## src/rtl/encoder_hidden_pool.sv

```systemverilog
// Temporal majority-vote pooling of binarized encoder hidden vectors.
// Counts ones per bit over a sequence, then streams the pooled vector out as words.
module encoder_hidden_pool #(
  parameter int unsigned NUM_STEPS = 30,
  parameter int unsigned VEC_W     = 256,
  parameter int unsigned OUT_W     = 16,
  parameter int unsigned CNT_W     = 5
) (
  input  logic             clk,
  input  logic             rst,
  input  logic [VEC_W-1:0] in_data,
  input  logic             in_valid,
  input  logic             frame_clr,
  output logic [OUT_W-1:0] out_data,
  output logic             out_valid,
  input  logic             out_ready,
  output logic             out_last,
  output logic             frame_done,
  output logic [CNT_W-1:0] step_cnt,
  output logic             drop_err
);

  localparam int unsigned NUM_WORDS = VEC_W / OUT_W;
  localparam int unsigned K_W       = (NUM_WORDS > 1) ? $clog2(NUM_WORDS) : 1;

  typedef enum logic {ACC, DRAIN} state_t;

  state_t             state_q, state_d;
  logic [CNT_W-1:0]   cnt_q [VEC_W];
  logic [CNT_W-1:0]   cnt_d [VEC_W];
  logic [CNT_W-1:0]   cnt_upd [VEC_W];
  logic [CNT_W-1:0]   step_q, step_d;
  logic [K_W-1:0]     k_q, k_d, k_nxt;
  logic [VEC_W-1:0]   pooled_q, pooled_d, pooled_upd;
  logic [OUT_W-1:0]   words_q [NUM_WORDS];
  logic [OUT_W-1:0]   out_data_q, out_data_d;
  logic               out_valid_q, out_valid_d;
  logic               out_last_q, out_last_d;
  logic               frame_done_q, frame_done_d;
  logic               drop_err_q, drop_err_d;
  logic               xfer;
  logic               clr_all;

  // Post-update counts and their majority decision, used on the final step
  always_comb begin
    for (int b = 0; b < VEC_W; b++) begin
      cnt_upd[b]    = cnt_q[b] + CNT_W'(in_data[b]);
      pooled_upd[b] = {cnt_upd[b], 1'b0} > (CNT_W+1)'(NUM_STEPS);
    end
  end

  always_comb begin
    for (int w = 0; w < NUM_WORDS; w++) begin
      words_q[w] = pooled_q[w*OUT_W +: OUT_W];
    end
  end

  assign xfer  = out_valid_q && out_ready;
  assign k_nxt = k_q + K_W'(1);

  // Next-state and registered-output logic
  always_comb begin
    state_d      = state_q;
    cnt_d        = cnt_q;
    step_d       = step_q;
    k_d          = k_q;
    pooled_d     = pooled_q;
    out_data_d   = out_data_q;
    out_valid_d  = out_valid_q;
    out_last_d   = out_last_q;
    frame_done_d = 1'b0;
    drop_err_d   = drop_err_q;
    clr_all      = 1'b0;

    if (frame_clr) begin
      state_d = ACC;
      clr_all = 1'b1;
    end else begin
      unique case (state_q)
        ACC: begin
          if (in_valid) begin
            cnt_d  = cnt_upd;
            step_d = step_q + CNT_W'(1);
            if (step_q == CNT_W'(NUM_STEPS - 1)) begin
              state_d     = DRAIN;
              pooled_d    = pooled_upd;
              k_d         = '0;
              out_valid_d = 1'b1;
              out_data_d  = pooled_upd[OUT_W-1:0];
              out_last_d  = (NUM_WORDS == 1);
            end
          end
        end
        DRAIN: begin
          if (in_valid) drop_err_d = 1'b1;
          if (xfer) begin
            if (k_q == K_W'(NUM_WORDS - 1)) begin
              state_d      = ACC;
              clr_all      = 1'b1;
              frame_done_d = 1'b1;
            end else begin
              k_d        = k_nxt;
              out_data_d = words_q[k_nxt];
              out_last_d = (k_nxt == K_W'(NUM_WORDS - 1));
            end
          end
        end
        default: state_d = ACC;
      endcase
    end

    if (clr_all) begin
      for (int b = 0; b < VEC_W; b++) cnt_d[b] = '0;
      step_d      = '0;
      k_d         = '0;
      out_valid_d = 1'b0;
      out_last_d  = 1'b0;
      out_data_d  = '0;
    end
  end

  always_ff @(posedge clk or posedge rst) begin
    if (rst) begin
      state_q      <= ACC;
      for (int b = 0; b < VEC_W; b++) cnt_q[b] <= '0;
      step_q       <= '0;
      k_q          <= '0;
      pooled_q     <= '0;
      out_data_q   <= '0;
      out_valid_q  <= 1'b0;
      out_last_q   <= 1'b0;
      frame_done_q <= 1'b0;
      drop_err_q   <= 1'b0;
    end else begin
      state_q      <= state_d;
      cnt_q        <= cnt_d;
      step_q       <= step_d;
      k_q          <= k_d;
      pooled_q     <= pooled_d;
      out_data_q   <= out_data_d;
      out_valid_q  <= out_valid_d;
      out_last_q   <= out_last_d;
      frame_done_q <= frame_done_d;
      drop_err_q   <= drop_err_d;
    end
  end

  assign out_data   = out_data_q;
  assign out_valid  = out_valid_q;
  assign out_last   = out_last_q;
  assign frame_done = frame_done_q;
  assign step_cnt   = step_q;
  assign drop_err   = drop_err_q;

endmodule

```

## config.mk

```make
export PLATFORM = sky130hd
export DESIGN_NAME = encoder_hidden_pool
export DESIGN_NICKNAME = d
export VERILOG_FILES = /design/src/rtl/encoder_hidden_pool.sv
export SDC_FILE = /design/constraint.sdc
export NUM_CORES = 2
export LEC_CHECK = 0
export ABC_AREA = 0
export CAP_MARGIN = 20
export CORE_MARGIN = 5
export CORE_UTILIZATION = 30
export CTS_BUF_LIST = sky130_fd_sc_hd__clkbuf_2 sky130_fd_sc_hd__clkbuf_4 sky130_fd_sc_hd__clkbuf_8
export DETAILED_ROUTE_END_ITERATION = 12
export GPL_TIMING_DRIVEN = 0
export HOLD_SLACK_MARGIN = 0.12
export MAX_ROUTING_LAYER = met4
export PLACE_DENSITY = 0.43
export SLEW_MARGIN = 20
export SYNTH_ARGS = -nofsm -noshare
export SYNTH_HDL_FRONTEND = slang
export SYNTH_SLANG_ARGS = --single-unit
export TNS_END_PERCENT = 20
```

## constraint.sdc

```tcl
create_clock -name clk -period 123.3 [get_ports clk]
set_input_delay 18.495 -clock clk [delete_from_list [all_inputs] [get_ports clk]]
set_output_delay 18.495 -clock clk [all_outputs]
set_load 0.02 [all_outputs]
```

* Word level (Yosys, flattened, before mapping)
Index checks and enable logic that the tools add are counted.
Cells by class: $add $sub $neg 258, $lt $le $gt $ge 257, equal/unequal tests 9, multiplexer cells 48, bitwise operators 3, reduce and logical (&&, ||, !) cells 8
Operators by type and width (number):
- $mux 1280 | 4
- $gt 6x5->1 const B | 256
- $add 5x1->5 | 256
- $mux 16 | 8
- $bmux 16 s4 | 1
- $pmux 16 s2 | 1
- $mux 4 | 6
- $mux 1 | 21
- $mux 5 | 4
- $ne 3x3->1 const B | 3
- $eq 4x4->1 const B | 2
- $pmux 4 s2 | 1
- $reduce_and 4->1 | 2
- $reduce_and 3->1 | 2
- $add 5x1->5 const B | 1
- $eq 5x5->1 const B | 1
- $ge 5x5->1 const B | 1
- $not 4->5 | 1
- $reduce_and 5->1 | 1
- $add 4x1->4 const B | 1
- $ne 2x1->1 const B | 2
- $pmux 1 s2 | 2
- $reduce_bool 2->1 | 2
- $ne 3x1->1 const B | 1
- 2 further kinds | 3
Word-level totals: bits in registers 1566, input port bits 261, output and inout port bits 25, word-level logic and storage cells 848

* Depth between registers and ports, before layout
depth in word-level cells 10, mapped depth 10, depth with buffers taken out 6

* Least setup slack after synthesis
No wires, ideal clock.
path type input port to flip-flop, start point input in_valid, end point register pooled_q[104], arrival time 19.578 ns, path slack 103.585 ns, stages 6, path buffers 3, cell sequence nor2b_1 and3_1 buf_2 clkbuf_1 clkbuf_1 a21oi_1
Between the ends: word-level cells in the longest chain between the ends 1
RTL lines:
- from (decl) | line 12 | input logic in_valid,
- $reduce_and 4->1 (no line)
- to (signal assigned) | line 139 | pooled_q <= pooled_d;
- to (decl) | line 34 | logic [VEC_W-1:0] pooled_q, pooled_d, pooled_upd;
No other way between the ends. A chain may end at the register's enable or synchronous reset.

* Worst setup path in the final report
start point register out_valid_q (netlist: out_valid), end point output out_valid
RTL lines:
- from (decl) | line 37 | logic out_valid_q, out_valid_d;
- from (signal assigned) | line 141 | out_valid_q <= out_valid_d;
- to (decl) | line 15 | output logic out_valid,
No word-level cell between the ends.

==> results.toml <==
[hold_path]
holdPathStages = 1
hold_path.class = "reg -> reg"

[flow_run]
maxCapViolations = 0

[routing]
wire_per_inst_um = 20.9
detail_route.iter0.violations = 3025
drt-total-wl_mm = 215
dr_total_vias = 49500
vias_per_cell = 4.83
drt_pre_antenna_iters = 5
drt_drc_violations_left = 0
ant_nets = 0

[synthesis]
synthesis.yosys.warnings = 0
avg_synthesized_cell_area_sq_um = 11.4
seq_area_frac_synth_pct = 54.8
synthDistinctLibCells = 38
synth_area_leader_cell = "dfrtp_1"
most_used_standard_cell_by_instance_count_after_synthesis = "dfrtp_1"
synthTopCellsByCount = "1566 x dfrtp_1, 771 x nor2_1, 768 x xor2_1"
syn-instance-count = 6255
synth_area_sq_um = 71500
ys_seq_elements = 1566
synth-async-reset-ratio_pct = 100
synth_area_leaders = "dfrtp_1 55%, xor2_1 9.4%, ha_1 9.0%, a22o_1 6.3%, nor2_1 4.1%"
synth_top_cell_area_share_pct = 54.8
synth_fp_nets = 7032
yosys_most_used_dff = "dfrtp_1"
synth_enable_flop_cells = 0

[critical_path]
path_class = "reg -> out"
crit_path_cell_trace = "clkdlybuf4s50_1"
critPathBufInv = 1
ff2ff_path_depth = 10
worst_path_largest_cell_delay_ns = 0.77
critPathRequiredTime_ns = 104.81
critical_path.top_delay_family = "buffers and inverters"
worst_setup_path_end_kind = "output port"
cp.depth = 1
worst-path-max-fanout = 5
crit_slowest_cell = "clkdlybuf4s50_1"
crit_arrival_ns = 2.26
startpoint_type = "flop"

[sta]
worst-slew-pin-transition_ns = 1.11
hold_viol = 0
totalNegativeSetupSlack_ns = 0
hold-worst-slack_ns = 0.494
max_clock_freq_ghz = 0.0482
report.final.setup_viol = 0
worst_clock_skew_ns = 0.0799
final.min_clock_period_ns = 20.76
timing.final.max_slew_violations = 0
rsz0062_at_grt = "no"
timing.final.crit_share_pct = 16.8
relSlewSlack_pct = 26.1

[clocking]
clkSinkCount = 1566
number_of_hold_repair_buffers_added_at_the_cts_stage = 0
clkTransAtPathRegs_ns = 0.06
post_cts.resized_instances = 0
post-cts-setup-buffer-count = 0
cts_tree = "built"
insertion_delay_ns = 1.04
cts_root_buffer = "clkbuf_8"
htree_levels = 5
cts.path.max_buffers = 4
tritoncts.num_buffers = 309

[floorplan]
design.portCount = 286
start_util_pct = 30.1
die_width_um = 498
placementRows = 179
floorplan.die.height_um = 498
design.core.area_sq_um = 237000
floorplan_die_area_sq_um = 248000

[layout]
nets = 7649
fillers = 23600
fin_area_sq_um = 85000
multi_input_area_sq_um = 30500
final_layout_size_suffix_gt1_share_pct = 12.0
finish.utilization_pct = 35.8
flow.area_growth_from_synthesis_pct = 19.0
layout.area.seq_sq_um = 39200

[grt]
grt_remaining_overflow = 0
track_usage_pct = 17.6
first_pass_grt_wire_length_mm = 326
pin_count_of_the_biggest_net_entering_global_routing = 102
first_global_vias = 51000
initial_antenna_violation_count = 12

[placement]
postPlaceCellArea_sq_um = 78800
detailed_placer_s_ending_hpwl_mm = 153
globalplace.congestion = 0.825
numPortBuffers = 285

[power_and_ir_drop]
worst_ir_drop_vdd_mv = 0.00706
p_per_area_nw_per_um2 = 13.4
leakagePower_nw = 40.2
power_mw = 1.14

[run_status]
run_status = "finished, final reports clean"
-- registers in the layout (all words and copies together), names as in the netlist, 4 cells and up --
register,cells
step_cnt,5
cnt_q,1280
pooled_q,256
out_data,16
k_q,4
-- placed cells by master (no fill, tap or decap), types with 3 or more instances in the layout --
cell and count:
clkinv_2 16, dfrtp_1 1566, ha_1 516, o21ai_0 57
buf_1 12, buf_4 13, a2111oi_0 16, nor2_1 771
clkdlybuf4s50_1 285, xor2_1 768, a22o_1 512, buf_2 229
inv_1 3, buf_16 19, nand4_1 256, a21oi_1 262
nand3_1 292, and3_1 4, mux4_2 63, nand2_1 518
mux2i_1 32, clkbuf_4 96, inv_6 7, clkbuf_1 110
clkbuf_8 383, clkbuf_2 5, a32o_1 17, buf_12 4
diode_2 15, o21ai_1 208
-- cell families (layout without fill, tap and decap cells) --
kind of cell	after synthesis	in the layout	share of synthesized area (%)
compound gates	1077	1077	10.5
xor+xnor	771	771	9.48
fa+ha+maj	516	516	9.04
buf+inv	379	1189	2.54
flops	1566	1566	54.8
mux	96	96	2.47
other cells	0	15	0
simple gates	1850	1850	11.2
-- power by group --
group / internal [mW] / switching [mW]
combinational: 0.0269 / 0.0445
clock: 0.306 / 0.228
sequential: 0.525 / 0.00697
-- metrics by stage --
stage,setup slack [ns],instances
finish,102.54,10200
global route,102.44,10200
CTS,102.38,10200
detailed placement,101.87,9728
global placement,39.08,9707
floorplan,60.62,6255
-- cell type report --
class | instances | share of cell area, %
tap | 3167 | 4.66
buffer | 373 | 2.11
sequential | 1566 | 46.1
timing repair buffer | 306 | 4.01
multi-input combinational | 4310 | 35.8
inverter | 6 | 0.0353
clock inverter | 25 | 0.184
antenna | 15 | 0.0441
clock buffer | 479 | 7.05
-- metal layers --
layer / routed length [um] / vias up / GRT usage, %
met1: 99200 / 24900 / 23.4
li1: - / 23300 / -
met5: 0 / - / -
met3: 7800 / 371 / 2.61
met2: 101000 / 939 / 27.7
met4: 6310 / 0 / 5.35
-- worst paths after layout --
path | from | slack [ns] | endpoint
max | out_valid | 102.54 | out_valid
min reg2reg | out_last | 0.49 | out_last
max reg2reg | k_q[0] | 118.89 | out_data[0]
min | out_last | 0.49 | out_last
min in group asynchronous | rst | 17.91 | cnt_q[400]
max in group asynchronous | rst | 103.10 | cnt_q[810]
Note: power is estimated with default switching activity, not from simulation.
